## src/rtl/top_of_tops_pkg.sv

```systemverilog
// Shared definitions for the top_of_tops debug harness: FSM encodings,
// command bytes, the halt word and byte-select helpers for the TX path.
package top_of_tops_pkg;

  typedef enum logic [3:0] {
    ST_IDLE    = 4'd0,
    ST_LOAD    = 4'd1,
    ST_RUN     = 4'd2,
    ST_STEP    = 4'd3,
    ST_REPORT  = 4'd4,
    ST_DUMP    = 4'd5,
    ST_WAIT_TX = 4'd6
  } state_t;

  localparam logic [7:0] CMD_LOAD = 8'd1;
  localparam logic [7:0] CMD_RUN  = 8'd2;
  localparam logic [7:0] CMD_STEP = 8'd7;
  localparam logic [7:0] CMD_DUMP = 8'd8;

  localparam logic [31:0] HALT_WORD = 32'hFFFF_FFFF;

  localparam int REPORT_BYTES = 8;

  // Byte k of a word, k = 0 being the most significant byte.
  function automatic logic [7:0] word_byte(input logic [31:0] w, input logic [1:0] k);
    return 8'(w >> {~k, 3'b000});
  endfunction

  // Byte k of the {pc, cycle_count} report, k = 0 being PC[31:24].
  function automatic logic [7:0] report_byte(input logic [31:0] pc, input logic [31:0] cnt,
                                             input logic [2:0] k);
    return 8'({pc, cnt} >> {~k, 3'b000});
  endfunction

endpackage

```

## src/rtl/top_of_tops_instr_mem.sv

```systemverilog
// Instruction memory: byte-wide synchronous writes, word-wide asynchronous read.
// Byte address 4w+0 lands in bits DWORD-1 -: 8 of word w (big-endian).
module instr_mem #(
  parameter int ADDR  = 7,
  parameter int DWORD = 32
) (
  input  logic             clk,
  input  logic             wr_en,
  input  logic [ADDR:0]    wr_addr,
  input  logic [7:0]       wr_data,
  input  logic [ADDR-2:0]  rd_addr,
  output logic [DWORD-1:0] rd_data
);

  localparam int LANES = DWORD / 8;
  localparam int WORDS = 2 ** (ADDR - 1);

  // One byte-wide array per lane keeps each write a plain single-lane store.
  generate
    for (genvar gi = 0; gi < LANES; gi++) begin : g_lane
      logic [7:0] lane_mem [WORDS];

      always_ff @(posedge clk) begin
        if (wr_en && (wr_addr[1:0] == 2'(gi))) begin
          lane_mem[wr_addr[ADDR:2]] <= wr_data;
        end
      end

      assign rd_data[DWORD-1-8*gi -: 8] = lane_mem[rd_addr];
    end
  endgenerate

endmodule

```

## src/rtl/top_of_tops.sv

```systemverilog
// top_of_tops: UART-driven debug harness that loads, runs, steps, reports and dumps
// the instruction memory. Define DBG_STEP_EN to build the single-step command (7).
import top_of_tops_pkg::*;

module top_of_tops #(
  parameter int BYTE    = 8,
  parameter int DWORD   = 32,
  parameter int ADDR    = 7,
  parameter int RB_ADDR = 5
) (
  input  logic            i_clock,
  input  logic            i_reset,
  input  logic            i_clock_reset,
  input  logic            i_rx_done,
  input  logic [BYTE-1:0] i_rx_data,
  input  logic            i_tx_done,
  output logic [3:0]      o_state,
  output logic [BYTE-1:0] o_tx_data,
  output logic            o_tx_start
);

  localparam int TX_IDX_W = RB_ADDR + 2;
  localparam logic [TX_IDX_W-1:0] REPORT_LAST = TX_IDX_W'(REPORT_BYTES - 1);
  localparam logic [TX_IDX_W-1:0] DUMP_LAST   = '1;

  logic                srst;
  state_t              state_reg, state_next;
  logic                rx_prev_reg;
  logic                rx_event;
  logic [ADDR:0]       byte_cnt_reg;
  logic [DWORD-1:0]    pc_reg;
  logic [DWORD-1:0]    cycle_cnt_reg;
  logic [ADDR:0]       pc_low_next;
  logic [TX_IDX_W-1:0] tx_idx_reg;
  logic                tx_dump_reg;
  logic                tx_last;
  logic [BYTE-1:0]     tx_data_reg, tx_data_next;
  logic                tx_start_reg, tx_start_next;
  logic                mem_wr_en;
  logic [ADDR-2:0]     rd_addr;
  logic [DWORD-1:0]    instr;
  logic                fetch_en;
  logic                is_halt;
  logic                last_fetch;

  // An unlocked clock generator holds the block exactly as reset does.
  assign srst     = ~i_reset | i_clock_reset;
  assign rx_event = i_rx_done & ~rx_prev_reg;

  assign is_halt     = (instr == HALT_WORD);
  assign last_fetch  = (pc_reg[ADDR:2] == '1);
  assign pc_low_next = pc_reg[ADDR:0] + (ADDR+1)'(4);
  assign tx_last     = tx_dump_reg ? (tx_idx_reg == DUMP_LAST) : (tx_idx_reg == REPORT_LAST);

`ifdef DBG_STEP_EN
  assign fetch_en = (state_reg == ST_RUN) || (state_reg == ST_STEP);
`else
  assign fetch_en = (state_reg == ST_RUN);
`endif

  // The single read port serves the dump walk in DUMP and the fetch engine otherwise.
  assign rd_addr = (state_reg == ST_DUMP) ? (ADDR-1)'(tx_idx_reg[TX_IDX_W-1:2])
                                          : pc_reg[ADDR:2];

  instr_mem #(
    .ADDR  (ADDR),
    .DWORD (DWORD)
  ) u_instr_mem (
    .clk     (i_clock),
    .wr_en   (mem_wr_en),
    .wr_addr (byte_cnt_reg),
    .wr_data (i_rx_data),
    .rd_addr (rd_addr),
    .rd_data (instr)
  );

  always_ff @(posedge i_clock) begin
    if (srst) begin
      state_reg <= ST_IDLE;
    end else begin
      state_reg <= state_next;
    end
  end

  always_comb begin
    state_next = state_reg;
    case (state_reg)
      ST_IDLE: begin
        if (rx_event) begin
          case (i_rx_data)
            CMD_LOAD: state_next = ST_LOAD;
            CMD_RUN:  state_next = ST_RUN;
`ifdef DBG_STEP_EN
            CMD_STEP: state_next = ST_STEP;
`else
            CMD_STEP: state_next = ST_IDLE;
`endif
            CMD_DUMP: state_next = ST_DUMP;
            default:  state_next = ST_IDLE;
          endcase
        end
      end
      ST_LOAD: begin
        if (rx_event && (byte_cnt_reg == '1)) begin
          state_next = ST_IDLE;
        end
      end
      ST_RUN: begin
        if (is_halt || last_fetch) begin
          state_next = ST_REPORT;
        end
      end
`ifdef DBG_STEP_EN
      ST_STEP:   state_next = ST_REPORT;
`endif
      ST_REPORT: state_next = ST_WAIT_TX;
      ST_DUMP:   state_next = ST_WAIT_TX;
      ST_WAIT_TX: begin
        if (i_tx_done) begin
          if (tx_last) begin
            state_next = ST_IDLE;
          end else begin
            state_next = tx_dump_reg ? ST_DUMP : ST_REPORT;
          end
        end
      end
      default: state_next = ST_IDLE;
    endcase
  end

  always_comb begin
    tx_start_next = 1'b0;
    tx_data_next  = tx_data_reg;
    mem_wr_en     = 1'b0;
    case (state_reg)
      ST_LOAD: mem_wr_en = rx_event;
      ST_REPORT: begin
        tx_start_next = 1'b1;
        tx_data_next  = report_byte(pc_reg, cycle_cnt_reg, tx_idx_reg[2:0]);
      end
      ST_DUMP: begin
        tx_start_next = 1'b1;
        tx_data_next  = word_byte(instr, tx_idx_reg[1:0]);
      end
      default: ;
    endcase
  end

  always_ff @(posedge i_clock) begin
    if (srst) begin
      rx_prev_reg   <= 1'b0;
      byte_cnt_reg  <= '0;
      pc_reg        <= '0;
      cycle_cnt_reg <= '0;
      tx_idx_reg    <= '0;
      tx_dump_reg   <= 1'b0;
      tx_data_reg   <= '0;
      tx_start_reg  <= 1'b0;
    end else begin
      rx_prev_reg  <= i_rx_done;
      tx_start_reg <= tx_start_next;
      tx_data_reg  <= tx_data_next;

      if ((state_reg == ST_IDLE) && (state_next == ST_LOAD)) begin
        byte_cnt_reg <= '0;
      end else if (mem_wr_en) begin
        byte_cnt_reg <= byte_cnt_reg + (ADDR+1)'(1);
      end

      // A halt fetch leaves PC and the count untouched; PC wraps within the memory.
      if (fetch_en && !is_halt) begin
        pc_reg        <= DWORD'(pc_low_next);
        cycle_cnt_reg <= cycle_cnt_reg + DWORD'(1);
      end

      if ((state_reg != ST_WAIT_TX) &&
          ((state_next == ST_REPORT) || (state_next == ST_DUMP))) begin
        tx_idx_reg  <= '0;
        tx_dump_reg <= (state_next == ST_DUMP);
      end else if ((state_reg == ST_WAIT_TX) && i_tx_done) begin
        tx_idx_reg <= tx_idx_reg + TX_IDX_W'(1);
      end
    end
  end

  assign o_state    = state_reg;
  assign o_tx_data  = tx_data_reg;
  assign o_tx_start = tx_start_reg;

endmodule

```

## config.mk

```make
export PLATFORM = sky130hd
export DESIGN_NAME = top_of_tops
export DESIGN_NICKNAME = d
export VERILOG_FILES = /design/src/rtl/top_of_tops_pkg.sv /design/src/rtl/top_of_tops_instr_mem.sv /design/src/rtl/top_of_tops.sv
export SDC_FILE = /design/constraint.sdc
export NUM_CORES = 2
export LEC_CHECK = 0
export ABC_AREA = 1
export ABC_CLOCK_PERIOD_IN_PS = 2900
export CAP_MARGIN = 10
export CELL_PAD_IN_SITES_DETAIL_PLACEMENT = 1
export CELL_PAD_IN_SITES_GLOBAL_PLACEMENT = 2
export CORE_ASPECT_RATIO = 0.75
export CORE_MARGIN = 8
export CORE_UTILIZATION = 39
export DETAILED_ROUTE_END_ITERATION = 10
export DONT_BUFFER_PORTS = 1
export HOLD_SLACK_MARGIN = 0.08
export PLACE_DENSITY_LB_ADDON = 0.1
export SETUP_SLACK_MARGIN = 0.05
export SLEW_MARGIN = 20
export SYNTH_ARGS = -nofsm -noshare
export SYNTH_HDL_FRONTEND = slang
export SYNTH_SLANG_ARGS = --single-unit
```

## constraint.sdc

```tcl
create_clock -name i_clock -period 2.9 [get_ports i_clock]
set_input_delay 0.87 -clock i_clock [delete_from_list [all_inputs] [get_ports i_clock]]
set_output_delay 0.87 -clock i_clock [all_outputs]
set_load 0.02 [all_outputs]
```

-- Word-level counts from Yosys, hierarchy flattened
Memory sizes are Yosys's and may differ from the RTL's.
Index checks and enable logic that the tools add are counted.
- output and inout port bits: 13
- register bits after elaboration: 70
- bits in latches: 0
- bits in writable memories: 2048
- memories kept: 4
- word-level logic and storage cells: 84
- input bits: 13
- ROM bits: 0
- memory list (name ; words ; width ; read ports ; clocked after memory_dff ; write ports ; RTL line ; source):
    u_instr_mem.g_lane[0].lane_mem ; 64 ; 8 ; 1 ; 0 ; 1 ; top_of_tops_instr_mem.sv:21 ; logic [7:0] lane_mem [WORDS];
    u_instr_mem.g_lane[1].lane_mem ; 64 ; 8 ; 1 ; 0 ; 1 ; top_of_tops_instr_mem.sv:21 ;
    u_instr_mem.g_lane[2].lane_mem ; 64 ; 8 ; 1 ; 0 ; 1 ; top_of_tops_instr_mem.sv:21 ;
    u_instr_mem.g_lane[3].lane_mem ; 64 ; 8 ; 1 ; 0 ; 1 ; top_of_tops_instr_mem.sv:21 ;
- multiply operators: 0
- equality and inequality tests: 20
- div/mod/pow operators: 0
- $lt $le $gt $ge: 0
- reduce and logical (&&, ||, !) cells: 18
- shift-type cells: 2
- add/subtract/negate cells: 4
- bitwise logic cells: 6
- mux-type cells: 21
- operators with widths (kind ; count):
    40-bit by 6-bit >> shifter with 8-bit output ; 1
    32-bit by 1-bit adder with 32-bit output (second input constant) ; 1
    32-bit equality test (second input constant) ; 1
    32-bit by 5-bit >> shifter with 8-bit output ; 1
    4-bit by 3-bit equality test with 1-bit output (second input constant) ; 5
    4-bit case mux with 5 select lines ; 1
    4-bit 2-to-1 mux ; 4
    8-bit case mux with 2 select lines ; 1
    1-bit 2-to-1 mux ; 12
    1-bit logical AND ; 9
    3-bit case mux with 3 select lines ; 1
    8-bit by 1-bit adder with 8-bit output (second input constant) ; 1
    8-bit by 3-bit adder with 8-bit output (second input constant) ; 1
    4-bit by 1-bit equality test with 1-bit output (second input constant) ; 2
    8-bit by 1-bit equality test with 1-bit output (second input constant) ; 1
    8-bit by 2-bit equality test with 1-bit output (second input constant) ; 1
    8-bit by 4-bit equality test with 1-bit output (second input constant) ; 1
    8-bit equality test (second input constant) ; 1
    7-bit by 1-bit adder with 7-bit output (second input constant) ; 1
    7-bit by 3-bit equality test with 1-bit output (second input constant) ; 1
    7-bit equality test (second input constant) ; 1
    6-bit equality test (second input constant) ; 1
    6-bit 2-to-1 mux ; 1
    2-bit OR reduction ; 3
    other kinds (15) ; 18

-- Depth between registers and ports, before layout
An unclocked memory read counts as a cell.
- depth after elaboration: 11
- depth in mapped cells: 29
- gate-level depth less buffers: 25

-- Cells and area by module
A second synthesis with hierarchy kept.
- cell total of the unflattened synthesis: 7719
- area, all modules: 87585.3 um2
- modules (own cells, without submodules) (module ; instances ; sequential area each (um2) ; area an instance (um2) ; cells each):
    instr_mem ; 1 ; 61499.0 ; 83168.5 ; 7024
    top_of_tops ; 1 ; 1361.3 ; 4416.7 ; 695

-- Worst setup path after synthesis
No wires, ideal clock.
- kind: register -> register
- start point: register state_reg[2], in the netlist o_state[2]
- end point: register cycle_cnt_reg[15]
- data required time: 2.785 ns
- cell stages (with the launch flop): 27
- data arrival time: 2.798 ns
- clock period less this slack: 2.913 ns
- slack: -0.013 ns
- buffers on the path: 4
- library setup time: 0.115 ns
- cell sequence: dfxtp_1 inv_1 nor2_2 nand2_4 nand2_2 nand2_2 buf_6 buf_6 buf_6 nand2_1 nand3_1 nand3_1 nand3_1 nand3_1 nand3_1 nand2_1 nand2_1 nor2_1 nand2_1 nor2_1 nand2_2 nand2_2 buf_6 nor2_4 nand2_2 nor2_1 o21a_1
- longest elaborated chain between the ends: 6
- elaborated cells on any way between the ends: 10
- classes of those cells: eq/ne (3); mux (1); reduce/logical (2); memory (4)
- ends and longest elaborated chain (what ; RTL line ; source):
    start: declaration ; top_of_tops.sv:27 ; state_t state_reg, state_next;
    start signal: assignment ; top_of_tops.sv:81 ; state_reg <= state_next;
    4-bit by 3-bit equality test with 1-bit output ; top_of_tops.sv:62 ; assign rd_addr = (state_reg == ST_DUMP) ? (ADDR-1)'(tx_idx_reg[TX_IDX_W-1:2])
    6-bit 2-to-1 mux ; top_of_tops.sv:62 ;
    memory read 64 x 8 bit ; -- ;
    32-bit equality test ; top_of_tops.sv:50 ; assign is_halt = (instr == HALT_WORD);
    1-bit zero test ; top_of_tops.sv:171 ; if (fetch_en && !is_halt) begin
    1-bit logical AND * ; top_of_tops.sv:171 ;
    end signal: assignment ; top_of_tops.sv:173 ; cycle_cnt_reg <= cycle_cnt_reg + DWORD'(1);
    end: declaration ; top_of_tops.sv:32 ; logic [DWORD-1:0] cycle_cnt_reg;
Mark *: on every way between the ends. The rest lies on a longest branch, timed or not.
A chain may end at the register's enable or synchronous reset.

-- Worst setup path in the final report
- start point: register state_reg[0], in the netlist o_state[0]
- end point: register tx_dump_reg
- longest elaborated chain between the ends: 10
- elaborated cells on any way between the ends: 24
- classes of those cells: eq/ne (9); mux (6); reduce/logical (5); memory (4)
- ends and longest elaborated chain (what ; RTL line ; source):
    4-bit by 3-bit equality test with 1-bit output ; top_of_tops.sv:62, top_of_tops.sv:87 ;
    6-bit 2-to-1 mux ; top_of_tops.sv:62 ;
    memory read 64 x 8 bit ; -- ;
    32-bit equality test ; top_of_tops.sv:50 ;
    1-bit logical OR ; top_of_tops.sv:109 ; if (is_halt || last_fetch) begin
    4-bit 2-to-1 mux ; top_of_tops.sv:109 ;
    4-bit case mux with 5 select lines ; top_of_tops.sv:87 ; case (state_reg)
    4-bit by 3-bit equality test with 1-bit output, on equally long branches ; top_of_tops.sv:177, top_of_tops.sv:179 ;
    1-bit logical OR ; top_of_tops.sv:177 ; ((state_next == ST_REPORT) || (state_next == ST_DUMP))) begin
    1-bit logical AND ; top_of_tops.sv:176 ; if ((state_reg != ST_WAIT_TX) &&
    end signal: assignment ; top_of_tops.sv:179 ; tx_dump_reg <= (state_next == ST_DUMP);
    end: declaration ; top_of_tops.sv:35 ; logic tx_dump_reg;
Several ways; a longest one is shown, not always the timed one.

==> results.env <==
STATUS='complete, but fails checks'
FAILED_CHECKS='setup timing'
HOLD_VIOL=0
POWER-PER-CELL-AREA_nW_PER_UM2=531.8
FFS_W_ASYNC_S_R_SYNTH_PCT=0
PRE_CTS_WS_NS=-1.479
POST-ROUTE-WORST-SETUP-SLACK_NS=-0.9427
LARGEST_REGISTER_FFS=2048
INSERTION_DELAY_TO_THE_LATER_SINK_OF_THE_WORST_SKEW_PAIR_NS=0.90
LAYOUT-DRIVE-GT1-SHARE_PCT=19.30
TIMING.CRITICAL_PATH.FROM_TYPE='register'
SYNTH-MAIN-FF-CELL='sky130_fd_sc_hd__edfxtp_1'
ROUTED-VIA-COUNT=68910
SYNTHESIS.AREA_UM2=93220
TRITONCTS='done'
POWER.TOTAL_mW=61.72
YOSYSWARNINGCOUNT=0
YOSYS.CELL_TYPES.COUNT=47
NUMBER_OF_BUFFERS_CREATED_BY_CTS=226
NUMBER_OF_GLOBAL_ROUTE_VIAS_BEFORE_REPAIR=69940
YOSYS-TOP-CELLS-AREA='sky130_fd_sc_hd__edfxtp_1 66%, sky130_fd_sc_hd__nand3_1 10%, sky130_fd_sc_hd__nand2_1 8.7%, sky130_fd_sc_hd__inv_1 6.1%, sky130_fd_sc_hd__dfxtp_1 1.5%'
INTERNAL_POWER_mW=49.24
CRITICAL_PATH.ENDPOINT_TYPE='register'
PLACE_CONGESTION=0.8765
DIE_WIDTH_UM=580.5
LEAKAGE_POWER_FIGURE_nW=46.97
POSTSYNTHREGISTERBITS=2116
YOSYSSEQAREASHARE_PCT=67.43
FINAL_NETS=9702
WORST-SETUP-PATH-TYPE='register to register'
FINALCRITPERIODSHARE_PCT=132.5
DRTPASS1ITERATIONS=6
GROUTE.USAGE.OVERALL_PCT=26.18
MIN_PERIOD_NS=3.843
HOLD_CLASS='input pin to register'
SYNTH.NET_COUNT=9000
POSTSYNTHCELLCOUNT=8980
FINAL_SETUP_VIOLATIONS=56
GRT_ANTENNA_BEFORE_REPAIR=23
ANTENNA_VIOLATING_NETS_POST_ROUTE=0
CRIT_PATH_DAT_NS=4.63
CTS_NUM_SINKS=2116
NETLIST.TOP_CELL.BY_AREA='sky130_fd_sc_hd__edfxtp_1'
MAX-CAP-VIOLATIONS=0
DP.FINAL_HPWL_MM=204.9
CTS_HTREE_LEVELS=4
WORST-ENDPOINT-REQUIRED_NS=3.69
FP.COREAREA_UM2=237800
POWER.CLOCK.FRACTION_PCT=45.6
TIMING.MAX_SLEW.REL_SLACK_PCT=16.51
CLK_PIN_SLEW_WORST_PATHS_NS=0.06
SYN-MEAN-INSTANCE-AREA_UM2=10.38
CLK_ROOT_BUFFER_CELL='sky130_fd_sc_hd__clkbuf_16'
WORST_HOLD_SLACK_NS=0.1680
COMMONEST_NON_FILL_NON_TAP_CELL_IN_THE_LAYOUT='sky130_fd_sc_hd__nand2_1'
VIAS_PER_CELL=5.301
TOTAL_SWITCHING_POWER_mW=12.48
FILLERINSTANCES=25370
REPORT.FINAL.SLEW_VIOL_COUNT=0
LAYOUT.CELLS.MOST_COMMON_LIST='2084 x sky130_fd_sc_hd__nand2_1, 2048 x sky130_fd_sc_hd__edfxtp_1, 1509 x sky130_fd_sc_hd__inv_1'
INITIAL_CORE_UTIL_PCT=39.21
ROUTEDWLPERCELL_UM=26.48
SYNTH_EDF_COUNT=2048
FIN_UTIL_PCT=48.81
SHARE_COMB_OF_TOTAL_POWER_PCT=0.1
POWER.SHARE.SEQUENTIAL_PCT=54.3
CRITPATHMAXFANOUT=13
IRDROPWORSTVDD_mV=0.5217
DIEHEIGHT_UM=439.4
ROWS=155
WORST-SLEW-PIN-TRANSITION_NS=1.252
DRT_ITER0_DRC=6662
YOSYSTOPAREACELLSHARE_PCT=65.97
IO-PIN-COUNT=26
FIN_WORST_SKEW_NS=0.05991
TOTALWIRELENGTH_MM=344.2
POWER.SHARE.SWITCHING_PCT=20.22
GRT_START_MAX_NET_PINS=260
CTS.PATH.MAX_BUFFERS=4
POST-ROUTE-DRC-COUNT=0
IO_BUFFERS=0
TOP_ACHIEVABLE_CLOCK_SPEED_MHz=260.2
GRT_OVERFLOW=0
SYN2LAYOUT_AREA_GROWTH_PCT=24.50
GRT_SETUP_UNREPAIRED='true'
FLOORPLAN.DIE_AREA_UM2=255100
GLOBAL_ROUTE_WIRE_LENGTH_BEFORE_REPAIR_MM=495.2
==> repair_timing <==
| action | 4_1_cts | 5_1_grt |
|---|---|---|
| cloned | 53 | 10 |
| endpoints found under the hold margin | 32 | 0 |
| buffers inserted | 101 | 12 |
| endpoints found under the setup margin | 56 | 56 |
| hold buffers | 6 | 0 |
| resized for setup | 591 | 295 |
| pin swaps | 136 | 154 |
==> power groups by stage <==
stage / Clock (mW) / Combinational [mW] / Sequential, mW
2_1_floorplan: 0 / 0.0277 / 34.1
3_3_place_gp: 0 / 0.0520 / 34.1
3_5_place_dp: 0 / 0.0538 / 34.1
4_1_cts: 28.7 / 0.0709 / 33.5
5_1_grt: 29.7 / 0.0778 / 33.5
6_report: 28.1 / 0.0717 / 33.5
==> per-stage QoR <==
stage | TNS [ns] | instance area (um^2) | std cells
after floorplan | 0 | 93220 | 8980
after global placement | -72.58 | 102000 | 12410
after detailed placement | -72.64 | 102000 | 12410
after CTS | -41.05 | 114400 | 12980
after global routing | -49.64 | 116000 | 13000
final | -43.53 | 116100 | 13000
==> cells in the mapped netlist, types with 34 or more instances <==
master and number:
sky130_fd_sc_hd__or2_2 40, sky130_fd_sc_hd__edfxtp_1 2048, sky130_fd_sc_hd__buf_2 234, sky130_fd_sc_hd__o21ai_0 41, sky130_fd_sc_hd__buf_6 78, sky130_fd_sc_hd__nor3_1 34, sky130_fd_sc_hd__buf_1 41, sky130_fd_sc_hd__dfxtp_1 68
sky130_fd_sc_hd__clkbuf_1 114, sky130_fd_sc_hd__o211ai_1 93, sky130_fd_sc_hd__nand2_1 2166, sky130_fd_sc_hd__nand3_1 1864, sky130_fd_sc_hd__inv_1 1512, sky130_fd_sc_hd__or2_1 49, sky130_fd_sc_hd__a21oi_1 53, sky130_fd_sc_hd__nor2_1 357
==> critical path, stage by stage (launching register included) <==
cell	delay (ns)
sky130_fd_sc_hd__dfxtp_2	0.34
sky130_fd_sc_hd__inv_2	0.04
sky130_fd_sc_hd__nor2_4	0.15
sky130_fd_sc_hd__nand2_4	0.12
sky130_fd_sc_hd__buf_12	0.16
sky130_fd_sc_hd__o21ai_4	0.15
sky130_fd_sc_hd__buf_12	0.16
sky130_fd_sc_hd__buf_16	0.16
sky130_fd_sc_hd__buf_16	0.17
sky130_fd_sc_hd__buf_4	0.22
sky130_fd_sc_hd__nand3_1	0.19
sky130_fd_sc_hd__nand3_1	0.15
sky130_fd_sc_hd__nand3_2	0.09
sky130_fd_sc_hd__nand3_2	0.11
sky130_fd_sc_hd__nand3_4	0.11
sky130_fd_sc_hd__nand2_2	0.11
sky130_fd_sc_hd__nand2_2	0.08
sky130_fd_sc_hd__nor2_4	0.12
sky130_fd_sc_hd__nand2_4	0.12
sky130_fd_sc_hd__nor2_4	0.14
sky130_fd_sc_hd__nand2_4	0.09
sky130_fd_sc_hd__buf_6	0.14
sky130_fd_sc_hd__nand3_4	0.05
sky130_fd_sc_hd__nand2_1	0.08
sky130_fd_sc_hd__nor2_2	0.12
sky130_fd_sc_hd__nand2_2	0.07
sky130_fd_sc_hd__nand2_4	0.15
sky130_fd_sc_hd__a21oi_2	0.08
==> cell type report <==
class	instances	area (um^2)	area share [%]
Sequential cell	2116	62860	54.17
Multi-Input combinational cell	4857	25350	21.84
Timing Repair Buffer	962	11250	9.697
Clock buffer	271	5909	5.092
Inverter	1519	5744	4.950
Tap cell	3140	3929	3.385
Clock inverter	131	1001	0.8625
Antenna cell	2	5.005	0.004313
==> path summary, 6_finish.rpt <==
check / from / cells past startpoint / slack [ns] / endpoint
min: i_rx_data[5] / 0 / 0.17 / u_instr_mem.g_lane[0].lane_mem[0][5]
min reg2reg: cycle_cnt_reg[30] / 2 / 0.48 / cycle_cnt_reg[30]
max: o_state[0] / 27 / -0.94 / tx_dump_reg
max reg2reg: o_state[0] / 27 / -0.94 / tx_dump_reg
==> routing by layer <==
metal  GRT usage (%)  vias to the layer above  routed length, um
met5               0                        -                 27
met4           5.938                        4               8018
met3           3.729                      392              21350
met2           40.75                     1980             153100
met1           38.86                    35400             161700
li1                -                    31130                  -
==> kinds of logic after synthesis <==
family          count (synthesis)  share of synthesized area, %
xor+xnor                       15                        0.1409
flops                        2116                         67.43
compound gates                237                         1.617
simple gates                 4596                         21.58
other cells                     1                      0.004023
fa+ha+maj                       7                       0.09395
buf+inv                      2008                         9.133
Power figures use the tool's default switching activity.
